File: config.mk
export PLATFORM = sky130hd
export DESIGN_NAME = difftest_commit_queue_flat
export DESIGN_NICKNAME = d
export VERILOG_FILES = /design/src/rtl/difftest_commit_queue_if.sv /design/src/rtl/difftest_commit_queue.sv /design/src/flat_wrapper.sv
export SDC_FILE = /design/constraint.sdc
export NUM_CORES = 2
export LEC_CHECK = 0
export CELL_PAD_IN_SITES_DETAIL_PLACEMENT = 1
export CELL_PAD_IN_SITES_GLOBAL_PLACEMENT = 1
export CORE_MARGIN = 3
export CORE_UTILIZATION = 47
export CTS_BUF_LIST = sky130_fd_sc_hd__clkbuf_8 sky130_fd_sc_hd__clkbuf_16
export DETAILED_ROUTE_END_ITERATION = 7
export GPL_ROUTABILITY_DRIVEN = 0
export GPL_TIMING_DRIVEN = 1
export PLACE_DENSITY = 0.87
export SKIP_LAST_GASP = 1
export SLEW_MARGIN = 20
export SYNTH_ARGS = -nofsm -noshare
export SYNTH_HDL_FRONTEND = slang
export SYNTH_SLANG_ARGS = --single-unit
File: constraint.sdc
create_clock -name clk -period 20.8 [get_ports clk]
set_input_delay 4.16 -clock clk [delete_from_list [all_inputs] [get_ports clk]]
set_output_delay 4.16 -clock clk [all_outputs]
set_load 0.005 [all_outputs]
File: src/rtl/difftest_commit_queue_if.sv
// difftest_commit_queue_if
//   Bundles the commit-side and drain-side signals of the difftest commit queue.
//   slave  : view taken by the queue itself (consumes cm_*, produces out_*)
//   master : view taken by the core/drain environment driving the queue
//   Groups:
//     cm_*    retirement record from the core, cm_stall back-pressure
//     out_*   head record towards the reference-model drain, out_ready from it
//     count   occupancy, overflow sticky drop flag, ovf_clr to clear it
interface difftest_commit_queue_if #(
    parameter int DEPTH = 8,
    parameter int SEQ_W = 32
);
    localparam int CW = $clog2(DEPTH) + 1;

    logic             cm_valid;
    logic [31:0]      cm_pc;
    logic [31:0]      cm_inst;
    logic             cm_rd_we;
    logic [4:0]       cm_rd_addr;
    logic [31:0]      cm_rd_data;
    logic [3:0]       cm_mem_we;
    logic [15:0]      cm_mem_addr;
    logic [31:0]      cm_mem_wdata;
    logic             cm_stall;

    logic             out_valid;
    logic             out_ready;
    logic [SEQ_W-1:0] out_seq;
    logic [31:0]      out_pc;
    logic [31:0]      out_inst;
    logic             out_rd_we;
    logic [4:0]       out_rd_addr;
    logic [31:0]      out_rd_data;
    logic [3:0]       out_mem_we;
    logic [15:0]      out_mem_addr;
    logic [31:0]      out_mem_wdata;

    logic [CW-1:0]    count;
    logic             overflow;
    logic             ovf_clr;

    modport slave (
        input  cm_valid, cm_pc, cm_inst, cm_rd_we, cm_rd_addr, cm_rd_data,
               cm_mem_we, cm_mem_addr, cm_mem_wdata,
        output cm_stall,
        output out_valid, out_seq, out_pc, out_inst, out_rd_we, out_rd_addr,
               out_rd_data, out_mem_we, out_mem_addr, out_mem_wdata,
        input  out_ready,
        output count, overflow,
        input  ovf_clr
    );

    modport master (
        output cm_valid, cm_pc, cm_inst, cm_rd_we, cm_rd_addr, cm_rd_data,
               cm_mem_we, cm_mem_addr, cm_mem_wdata,
        input  cm_stall,
        input  out_valid, out_seq, out_pc, out_inst, out_rd_we, out_rd_addr,
               out_rd_data, out_mem_we, out_mem_addr, out_mem_wdata,
        output out_ready,
        input  count, overflow,
        output ovf_clr
    );
endinterface

File: src/rtl/difftest_commit_queue.sv
// difftest_commit_queue
//   Producer end of the difftest link. Each retired instruction is normalised,
//   stamped with a running sequence number and buffered in a DEPTH-entry FIFO,
//   then offered to the drain side over valid/ready.
//   Ports:
//     clk  core clock, rising edge
//     rst  asynchronous reset, active low
//     bus  difftest_commit_queue_if.slave (commit record in, head record out,
//          cm_stall, count, overflow, ovf_clr)
//   out_* fields read zero while the queue is empty. No input-to-output bypass:
//   a record pushed on one edge becomes the head only after that edge.
module difftest_commit_queue #(
    parameter int DEPTH = 8,
    parameter int SEQ_W = 32
) (
    input  logic                    clk,
    input  logic                    rst,
    difftest_commit_queue_if.slave  bus
);
    localparam int AW = $clog2(DEPTH);
    localparam int CW = AW + 1;

    typedef struct packed {
        logic [SEQ_W-1:0] seq;
        logic [31:0]      pc;
        logic [31:0]      inst;
        logic             rd_we;
        logic [4:0]       rd_addr;
        logic [31:0]      rd_data;
        logic [3:0]       mem_we;
        logic [15:0]      mem_addr;
        logic [31:0]      mem_wdata;
    } rec_t;

    rec_t             mem [DEPTH];
    logic [AW-1:0]    wr_ptr;
    logic [AW-1:0]    rd_ptr;
    logic [CW-1:0]    count_q;
    logic [SEQ_W-1:0] seq_q;
    logic             ovf_q;

    logic full;
    logic empty;
    logic push;
    logic pop;
    logic drop;
    rec_t new_rec;
    rec_t head;

    assign full  = (count_q == CW'(DEPTH));
    assign empty = (count_q == '0);
    assign pop   = !empty && bus.out_ready;
    // A full queue still accepts a commit when the head leaves in the same cycle.
    assign push  = bus.cm_valid && (!full || pop);
    assign drop  = bus.cm_valid && full && !pop;

    // Normalise the record so the drain never has to special-case x0 writes,
    // sub-word store addresses or stale store fields.
    always_comb begin
        new_rec           = '0;
        new_rec.seq       = seq_q;
        new_rec.pc        = bus.cm_pc;
        new_rec.inst      = bus.cm_inst;
        new_rec.rd_we     = bus.cm_rd_we && (bus.cm_rd_addr != 5'd0);
        new_rec.rd_addr   = bus.cm_rd_addr;
        new_rec.rd_data   = bus.cm_rd_data;
        new_rec.mem_we    = bus.cm_mem_we;
        if (bus.cm_mem_we != 4'd0) begin
            new_rec.mem_addr  = {bus.cm_mem_addr[15:2], 2'b00};
            new_rec.mem_wdata = bus.cm_mem_wdata;
        end
    end

    // Storage needs no reset: nothing reads it unless count_q says it is live.
    always_ff @(posedge clk) begin
        if (push) begin
            mem[wr_ptr] <= new_rec;
        end
    end

    always_ff @(posedge clk or negedge rst) begin
        if (!rst) begin
            wr_ptr  <= '0;
            rd_ptr  <= '0;
            count_q <= '0;
            seq_q   <= '0;
            ovf_q   <= 1'b0;
        end else begin
            if (push) begin
                wr_ptr <= wr_ptr + AW'(1);
                seq_q  <= seq_q + SEQ_W'(1);
            end
            if (pop) begin
                rd_ptr <= rd_ptr + AW'(1);
            end
            case ({push, pop})
                2'b10:   count_q <= count_q + CW'(1);
                2'b01:   count_q <= count_q - CW'(1);
                default: count_q <= count_q;
            endcase
            // A drop in the same cycle as a clear keeps the flag set.
            if (drop) begin
                ovf_q <= 1'b1;
            end else if (bus.ovf_clr) begin
                ovf_q <= 1'b0;
            end
        end
    end

    always_comb begin
        head = '0;
        if (!empty) begin
            head = mem[rd_ptr];
        end
    end

    assign bus.out_valid     = !empty;
    assign bus.out_seq       = head.seq;
    assign bus.out_pc        = head.pc;
    assign bus.out_inst      = head.inst;
    assign bus.out_rd_we     = head.rd_we;
    assign bus.out_rd_addr   = head.rd_addr;
    assign bus.out_rd_data   = head.rd_data;
    assign bus.out_mem_we    = head.mem_we;
    assign bus.out_mem_addr  = head.mem_addr;
    assign bus.out_mem_wdata = head.mem_wdata;
    assign bus.cm_stall      = full;
    assign bus.count         = count_q;
    assign bus.overflow      = ovf_q;
endmodule

File: src/flat_wrapper.sv
// flat-port wrapper written by rule: the top's interface ports become plain ports
module difftest_commit_queue_flat 
#(
    parameter int DEPTH = 8,
    parameter int SEQ_W = 32
)
  (clk, rst, bus_cm_valid, bus_cm_pc, bus_cm_inst, bus_cm_rd_we, bus_cm_rd_addr, bus_cm_rd_data, bus_cm_mem_we, bus_cm_mem_addr, bus_cm_mem_wdata, bus_cm_stall, bus_out_valid, bus_out_seq, bus_out_pc, bus_out_inst, bus_out_rd_we, bus_out_rd_addr, bus_out_rd_data, bus_out_mem_we, bus_out_mem_addr, bus_out_mem_wdata, bus_out_ready, bus_count, bus_overflow, bus_ovf_clr);
  difftest_commit_queue_if #(.DEPTH(DEPTH), .SEQ_W(SEQ_W)) bus_i ();
  input  logic clk;
  input  logic rst;
  input wire logic [$bits(bus_i.cm_valid)-1:0] bus_cm_valid;
  input wire logic [$bits(bus_i.cm_pc)-1:0] bus_cm_pc;
  input wire logic [$bits(bus_i.cm_inst)-1:0] bus_cm_inst;
  input wire logic [$bits(bus_i.cm_rd_we)-1:0] bus_cm_rd_we;
  input wire logic [$bits(bus_i.cm_rd_addr)-1:0] bus_cm_rd_addr;
  input wire logic [$bits(bus_i.cm_rd_data)-1:0] bus_cm_rd_data;
  input wire logic [$bits(bus_i.cm_mem_we)-1:0] bus_cm_mem_we;
  input wire logic [$bits(bus_i.cm_mem_addr)-1:0] bus_cm_mem_addr;
  input wire logic [$bits(bus_i.cm_mem_wdata)-1:0] bus_cm_mem_wdata;
  output wire logic [$bits(bus_i.cm_stall)-1:0] bus_cm_stall;
  output wire logic [$bits(bus_i.out_valid)-1:0] bus_out_valid;
  output wire logic [$bits(bus_i.out_seq)-1:0] bus_out_seq;
  output wire logic [$bits(bus_i.out_pc)-1:0] bus_out_pc;
  output wire logic [$bits(bus_i.out_inst)-1:0] bus_out_inst;
  output wire logic [$bits(bus_i.out_rd_we)-1:0] bus_out_rd_we;
  output wire logic [$bits(bus_i.out_rd_addr)-1:0] bus_out_rd_addr;
  output wire logic [$bits(bus_i.out_rd_data)-1:0] bus_out_rd_data;
  output wire logic [$bits(bus_i.out_mem_we)-1:0] bus_out_mem_we;
  output wire logic [$bits(bus_i.out_mem_addr)-1:0] bus_out_mem_addr;
  output wire logic [$bits(bus_i.out_mem_wdata)-1:0] bus_out_mem_wdata;
  input wire logic [$bits(bus_i.out_ready)-1:0] bus_out_ready;
  output wire logic [$bits(bus_i.count)-1:0] bus_count;
  output wire logic [$bits(bus_i.overflow)-1:0] bus_overflow;
  input wire logic [$bits(bus_i.ovf_clr)-1:0] bus_ovf_clr;
  assign bus_i.cm_valid = bus_cm_valid;
  assign bus_i.cm_pc = bus_cm_pc;
  assign bus_i.cm_inst = bus_cm_inst;
  assign bus_i.cm_rd_we = bus_cm_rd_we;
  assign bus_i.cm_rd_addr = bus_cm_rd_addr;
  assign bus_i.cm_rd_data = bus_cm_rd_data;
  assign bus_i.cm_mem_we = bus_cm_mem_we;
  assign bus_i.cm_mem_addr = bus_cm_mem_addr;
  assign bus_i.cm_mem_wdata = bus_cm_mem_wdata;
  assign bus_cm_stall = bus_i.cm_stall;
  assign bus_out_valid = bus_i.out_valid;
  assign bus_out_seq = bus_i.out_seq;
  assign bus_out_pc = bus_i.out_pc;
  assign bus_out_inst = bus_i.out_inst;
  assign bus_out_rd_we = bus_i.out_rd_we;
  assign bus_out_rd_addr = bus_i.out_rd_addr;
  assign bus_out_rd_data = bus_i.out_rd_data;
  assign bus_out_mem_we = bus_i.out_mem_we;
  assign bus_out_mem_addr = bus_i.out_mem_addr;
  assign bus_out_mem_wdata = bus_i.out_mem_wdata;
  assign bus_i.out_ready = bus_out_ready;
  assign bus_count = bus_i.count;
  assign bus_overflow = bus_i.overflow;
  assign bus_i.ovf_clr = bus_ovf_clr;
  difftest_commit_queue #(.DEPTH(DEPTH), .SEQ_W(SEQ_W)) u_core (.clk(clk), .rst(rst), .bus(bus_i));
endmodule
### Word-level counts from Yosys, hierarchy flattened

Memories as Yosys holds them, arrays and structs flattened.
Cells that the tools add are included.

| word-level totals | value |
|---|---|
| memories kept | 1 |
| bits of input ports | 159 |
| RAM bits | 1488 |
| word-level logic and storage cells | 35 |
| bits in registers | 43 |
| output and inout bits | 193 |

| cells by class | value |
|---|---|
| $add $sub $neg | 5 |
| equality and inequality tests | 3 |
| reduce and logical (&&, ||, !) cells | 14 |
| multiplexer cells | 7 |

Memory list:

| memory | words | width | read ports | clocked after memory_dff | write ports | line | RTL |
|---|---|---|---|---|---|---|---|
| u_core.mem | 8 | 186 | 1 | 0 | 1 | difftest_commit_queue.sv:35 | `rec_t mem [DEPTH];` |

Operators with widths:

| operator | number |
|---|---|
| $mux W186 | 1 |
| $mux W48 | 1 |
| $add A32 B1 Y32 const B | 1 |
| $pmux W4 S2 | 1 |
| $add A3 B1 Y3 const B | 2 |
| $logic_and A1 B1 Y1 | 5 |
| $reduce_bool A5 Y1 | 1 |
| $add A4 B1 Y4 const B | 1 |
| $eq A4 B4 Y1 const B | 1 |
| $logic_not A4 Y1 | 1 |
| $mux W1 | 4 |
| $reduce_bool A2 Y1 | 2 |
| $reduce_bool A4 Y1 | 1 |
| $sub A4 B1 Y4 const B | 1 |
| $logic_not A1 Y1 | 3 |
| $eq A2 B1 Y1 const B | 1 |
| $eq A2 B2 Y1 const B | 1 |
| $logic_or A1 B1 Y1 | 1 |

### Depth between registers and ports, before layout

| logic depth | value |
|---|---|
| depth after elaboration | 7 |
| mapped depth | 10 |
| mapped depth without buffers | 9 |

### Worst setup path before layout

OpenSTA, ideal clock, no wires.

| path | value |
|---|---|
| path kind | input-to-reg |
| from | input bus_cm_valid |
| to | memory u_core.mem[0][0] (netlist name), enable pin |
| required time | 19623 ps |
| stages | 4 |
| data arrival time | 22048 ps |
| library setup time | 1177 ps |
| path buffers | 2 |
| setup slack | -2425 ps |
| cell sequence | clkbuf_1 -> o21ai_4 -> buf_8 -> nor4_1 |

| between the ends | value |
|---|---|
| word-level cells in the longest chain between the ends | 3 |

RTL lines:

| item | line | RTL |
|---|---|---|
| start: declaration | flat_wrapper.sv:11 | `input wire logic [$bits(bus_i.cm_valid)-1:0] bus_cm_valid;` |
| $logic_and A1 B1 Y1 | difftest_commit_queue.sv:54 | `assign push = bus.cm_valid && (!full \|\| pop);` |
| $mux W1 | difftest_commit_queue.sv:76 | `if (push) begin` |
| $mux W1 (implied by the code) | difftest_commit_queue.sv:77 | `mem[wr_ptr] <= new_rec;` |
| end: declaration | difftest_commit_queue.sv:35 |  |

Every way passes these cells.

### Worst setup path in the final report

| path | value |
|---|---|
| from | register u_core.rd_ptr[1] |
| to | output bus_out_rd_data[25] |

| between the ends | value |
|---|---|
| word-level cells in the longest chain between the ends | 2 |

RTL lines:

| item | line | RTL |
|---|---|---|
| start: declaration | difftest_commit_queue.sv:37 | `logic [AW-1:0] rd_ptr;` |
| start signal: assignment | difftest_commit_queue.sv:94 | `rd_ptr <= rd_ptr + AW'(1);` |
| $mem_v2 Z8 W186 | - |  |
| $mux W186 | difftest_commit_queue.sv:112 | `if (!empty) begin` |
| end: declaration | flat_wrapper.sv:27 | `output wire logic [$bits(bus_i.out_rd_data)-1:0] bus_out_rd_data;` |

Every way passes these cells.

==> qor_table.md <==
| Step | Parameter | This run |
|:---|:---|:---|
| synth | Synth area leader | edfxtp_1 |
| timing | Remaining max-slew budget at the tightest pin | 28.4% |
| critical path | Reg-to-reg critical path endpoint | u_core.mem[3][88]$_DFFE_PP_ |
| synth | Fraction of registers with async set or reset after synthesis | 2.84% |
| global routing | Number of global-route vias before repair | 30.5k |
| worst hold path | Class of the most critical hold timing path | flip-flop to flip-flop |
| clock network | Clock Pin Slew Worst Setup and Hold Paths | 0.06 ns |
| cells and area | Share of cells above drive strength 1 | 20.8% |
| floorplan | Area inside the core boundary | 0.122 mm² |
| critical path | Highest fanout seen on the critical path | 64 |
| synth | Post-synth EDFFs | 1472 |
| synth | Area of the mapped netlist | 0.0579 mm² |
| timing | Final number of setup-violating endpoints | 0 |
| routing | Drc violations | 0 |
| critical path | RR Startpoint | u_core.bus.count[1]$_DFFE_PN0P_ |
| placed design | Placed wire-length estimate | 72800 µm |
| synth | Post-Syn Area per Cell | 22.6 µm² |
| timing | Final period demand of the worst path | 9.87 ns |
| routing | Initial DRT Pass Iterations | 6 |
| critical path | Type of the worst setup path | flip-flop to output pin |
| routing | Overall routed net length | 135000 µm |
| synth | Post-synthesis register bit count | 1515 |
| pwr | Total power draw | 9.80 mW |
| floorplan | Die Ht | 357 µm |
| pwr | Power density cells | 144 mW/mm² |
| global routing | First-pass GRT wire length | 202000 µm |
| critical path | Critical path origin | u_core.rd_ptr[1]$_DFFE_PN0N_ |
| synth | Seq/Total Area, Yosys | 78.1% |
| cells and area | Final net count | 3145 |
| clock network | Cell chosen for the clock root | clkbuf_16 |
| floorplan | I/O pin cnt | 352 |
| global routing | Number of antenna violations at the first check in global routing | 12 |
| routing | Starting DRT DRC Count | 2941 |
| timing | Unrepaired setup endpoints after global routing | false |
| timing | Max Clk Rate | 101 MHz |
| timing | Ratio of final minimum period to clock period | 47.5% |
| timing | Clock tree skew after final layout | 0.0280 ns |
| clock network | Clock tree from TritonCTS | yes |
| timing | Actual slew at the worst max-slew pin | 1.07 ns |
| clock network | Number of clock buffers inserted by TritonCTS | 153 |
| timing | Final-layout setup total negative slack | 0 ns |
| placed design | Count of buffers inserted at the top-level ports | 347 |
| clock network | PostCTS Resize Cnt | 0 |
| cells and area | Number of fill cells | 10.4k |
| floorplan | Number of core rows | 128 |
| cells and area | Area growth, synth to finish | 17.7% |
| clock network | Clk_lat worst skew | 0.79 ns |
| critical path | Reg2Reg Depth | 7 |
| critical path | CP arrival | 5.71 ns |
| timing | Minimum setup slack in the final design | 10.93 ns |
| routing | Wire per inst | 28.5 µm |
| critical path | Setup slack of the worst register-to-register path | 16.48 ns |
| clock network | Hold-fix buffers at CTS | 0 |
| critical path | Destination of the critical timing path | bus_out_rd_data[25] |
| synth | Synth Flop Type | edfxtp_1 |
| synth | Count of unique library cells instantiated by Yosys | 42 |
| clock network | Post-CTS setup buffers | 0 |
| routing | Average via count per standard cell | 5.78 |
| floorplan | Die width | 357 µm |
| placed design | Placed instance area | 0.0634 mm² |
| global routing | Largest net degree at the start of global routing | 140 |
| pwr | VDD IR max | 0.130 mV |
| synth | Leading post-synthesis cells by cell area | edfxtp_1 76%, mux4_2 14%, mux2i_1 3.2% |
| floorplan | Full die area | 0.128 mm² |
| cells and area | Finished Core Util | 55.9% |
| global routing | Total gr overflow | 0 |
| cells and area | Post-layout instance area | 0.0682 mm² |
| floorplan | Effective utilization at floorplan | 47.5% |
| critical path | Type of element launching the critical path | flip-flop |
| global routing | Global router's overall resource usage | 21.5% |
| timing | Number of pins with negative max-slew slack in the final report | 0 |
| job | Max-cap violations | 0 |
| routing | Post-DRT Antenna Nets | 0 |
| run status | Run status | completed |
| critical path | Sort of element at the end of the critical path | output pin |
| synth | Top-count cell post-synth | edfxtp_1 |
| timing | Number of endpoints with negative hold slack in the final report | 0 |
| clock network | Number of buffers on the longest clock path | 3 |
| synth | Yosys top cell area share | 76.3% |
| clock network | Count of H-tree levels built during CTS | 4 |
| synth | Number of warnings reported in the yosys synthesis log | 0 |
| routing | Count of vias placed by the detailed router | 27.4k |
| clock network | Clock sink count | 1515 |
| critical path | Critical path data required time | 16.64 ns |
| synth | Leading post-synthesis cells by instance count | 1472 x edfxtp_1, 368 x mux4_2, 190 x nor2_1 |
| placed design | Worst setup timing slack at the placement stage | 11.64 ns |
| synth | Count of mapped cells out of synthesis | 2565 |
| pwr | Reported leakage power | 22.4 nW |
## how the worst min path moves through the flow
stage | cells after the start | slack, ns | start | to
3_5_place_dp | 2 | 0.56 | u_core.bus.overflow$_DFFE_PN0P_ | u_core.bus.overflow$_DFFE_PN0P_
2_1_floorplan | 2 | 0.52 | u_core.bus.overflow$_DFFE_PN0P_ | u_core.bus.overflow$_DFFE_PN0P_
5_1_grt | 1 | 0.68 | u_core.wr_ptr[2]$_DFFE_PN0P_ | u_core.wr_ptr[2]$_DFFE_PN0P_
4_1_cts | 1 | 0.64 | u_core.wr_ptr[2]$_DFFE_PN0P_ | u_core.wr_ptr[2]$_DFFE_PN0P_
6_report | 1 | 0.65 | u_core.wr_ptr[2]$_DFFE_PN0P_ | u_core.wr_ptr[2]$_DFFE_PN0P_
3_3_place_gp | 2 | 0.52 | u_core.bus.overflow$_DFFE_PN0P_ | u_core.bus.overflow$_DFFE_PN0P_
## layout by cell type (no fill, tap or decap), types with 40 or more instances in the layout
master / netlist / final
mux2i_1: 184 / 184
nor2_1: 190 / 187
clkdlybuf4s50_1: 0 / 346
mux4_2: 368 / 368
nor2b_1: 47 / 47
inv_1: 3 / 48
buf_4: 3 / 41
dfrtp_1: 43 / 40
clkbuf_16: 0 / 156
edfxtp_1: 1472 / 1472
## power breakdown
group          internal (mW)  total [mW]  switching (mW)
Combinational           1.59        3.17            1.58
Clock                   1.43        2.60            1.17
Sequential              3.83        4.03           0.199
## through the flow
stage	hold WS (ns)	instances
6_report	0.645	4741
5_1_grt	0.679	4739
4_1_cts	0.642	4736
3_5_place_dp	0.563	4452
3_3_place_gp	0.524	4452
2_1_floorplan	0.517	2566
## per-layer routing
layer	up-vias	GRT usage [%]	routed length, µm
li1	11400	-	-
met1	14700	27.6	52200
met2	1046	37.3	71300
met3	213	4.15	8550
met4	14	6.60	3230
met5	-	0	92
## sequential cells by signal, indices dropped and copies added (netlist names)
signal	cells
u_core.bus.overflow	1
u_core.mem	1472
u_core.seq_q	32
u_core.wr_ptr	3
u_core.bus.count	4
u_core.rd_ptr	3
## critical path, stage by stage, from the launching register on
cell             delay (ns)
dfrtp_4                0.92
buf_4                  0.82
buf_4                  0.86
buf_4                  0.83
mux4_2                 0.35
mux2i_1                0.07
nor2_1                 0.27
clkdlybuf4s50_1        0.61
## layout make-up
class / count / area, µm² / share of cell area [%]
diodes: 5 / 12.5 / 0.0183
flip-flops and latches: 1515 / 45300 / 66.4
multi-input cells: 915 / 12100 / 17.8
clock inverters: 126 / 876 / 1.28
clock buffers: 158 / 3930 / 5.76
repair buffers: 394 / 3900 / 5.71
inverters: 3 / 11.3 / 0.0165
well taps: 1625 / 2030 / 2.98
## cell families (layout without fill, tap and decap cells)
kind of cell,count (synthesis),after routing,share of synthesized area (%)
xor+xnor,40,40,0.605
mux,553,553,17.5
buf+inv,136,681,1.02
compound gates,9,9,0.123
simple gates,307,307,2.52
flops,1515,1515,78.1
other cells,1,7,0.00647
fa+ha+maj,4,4,0.0864
(Power assumes the default switching activity.)
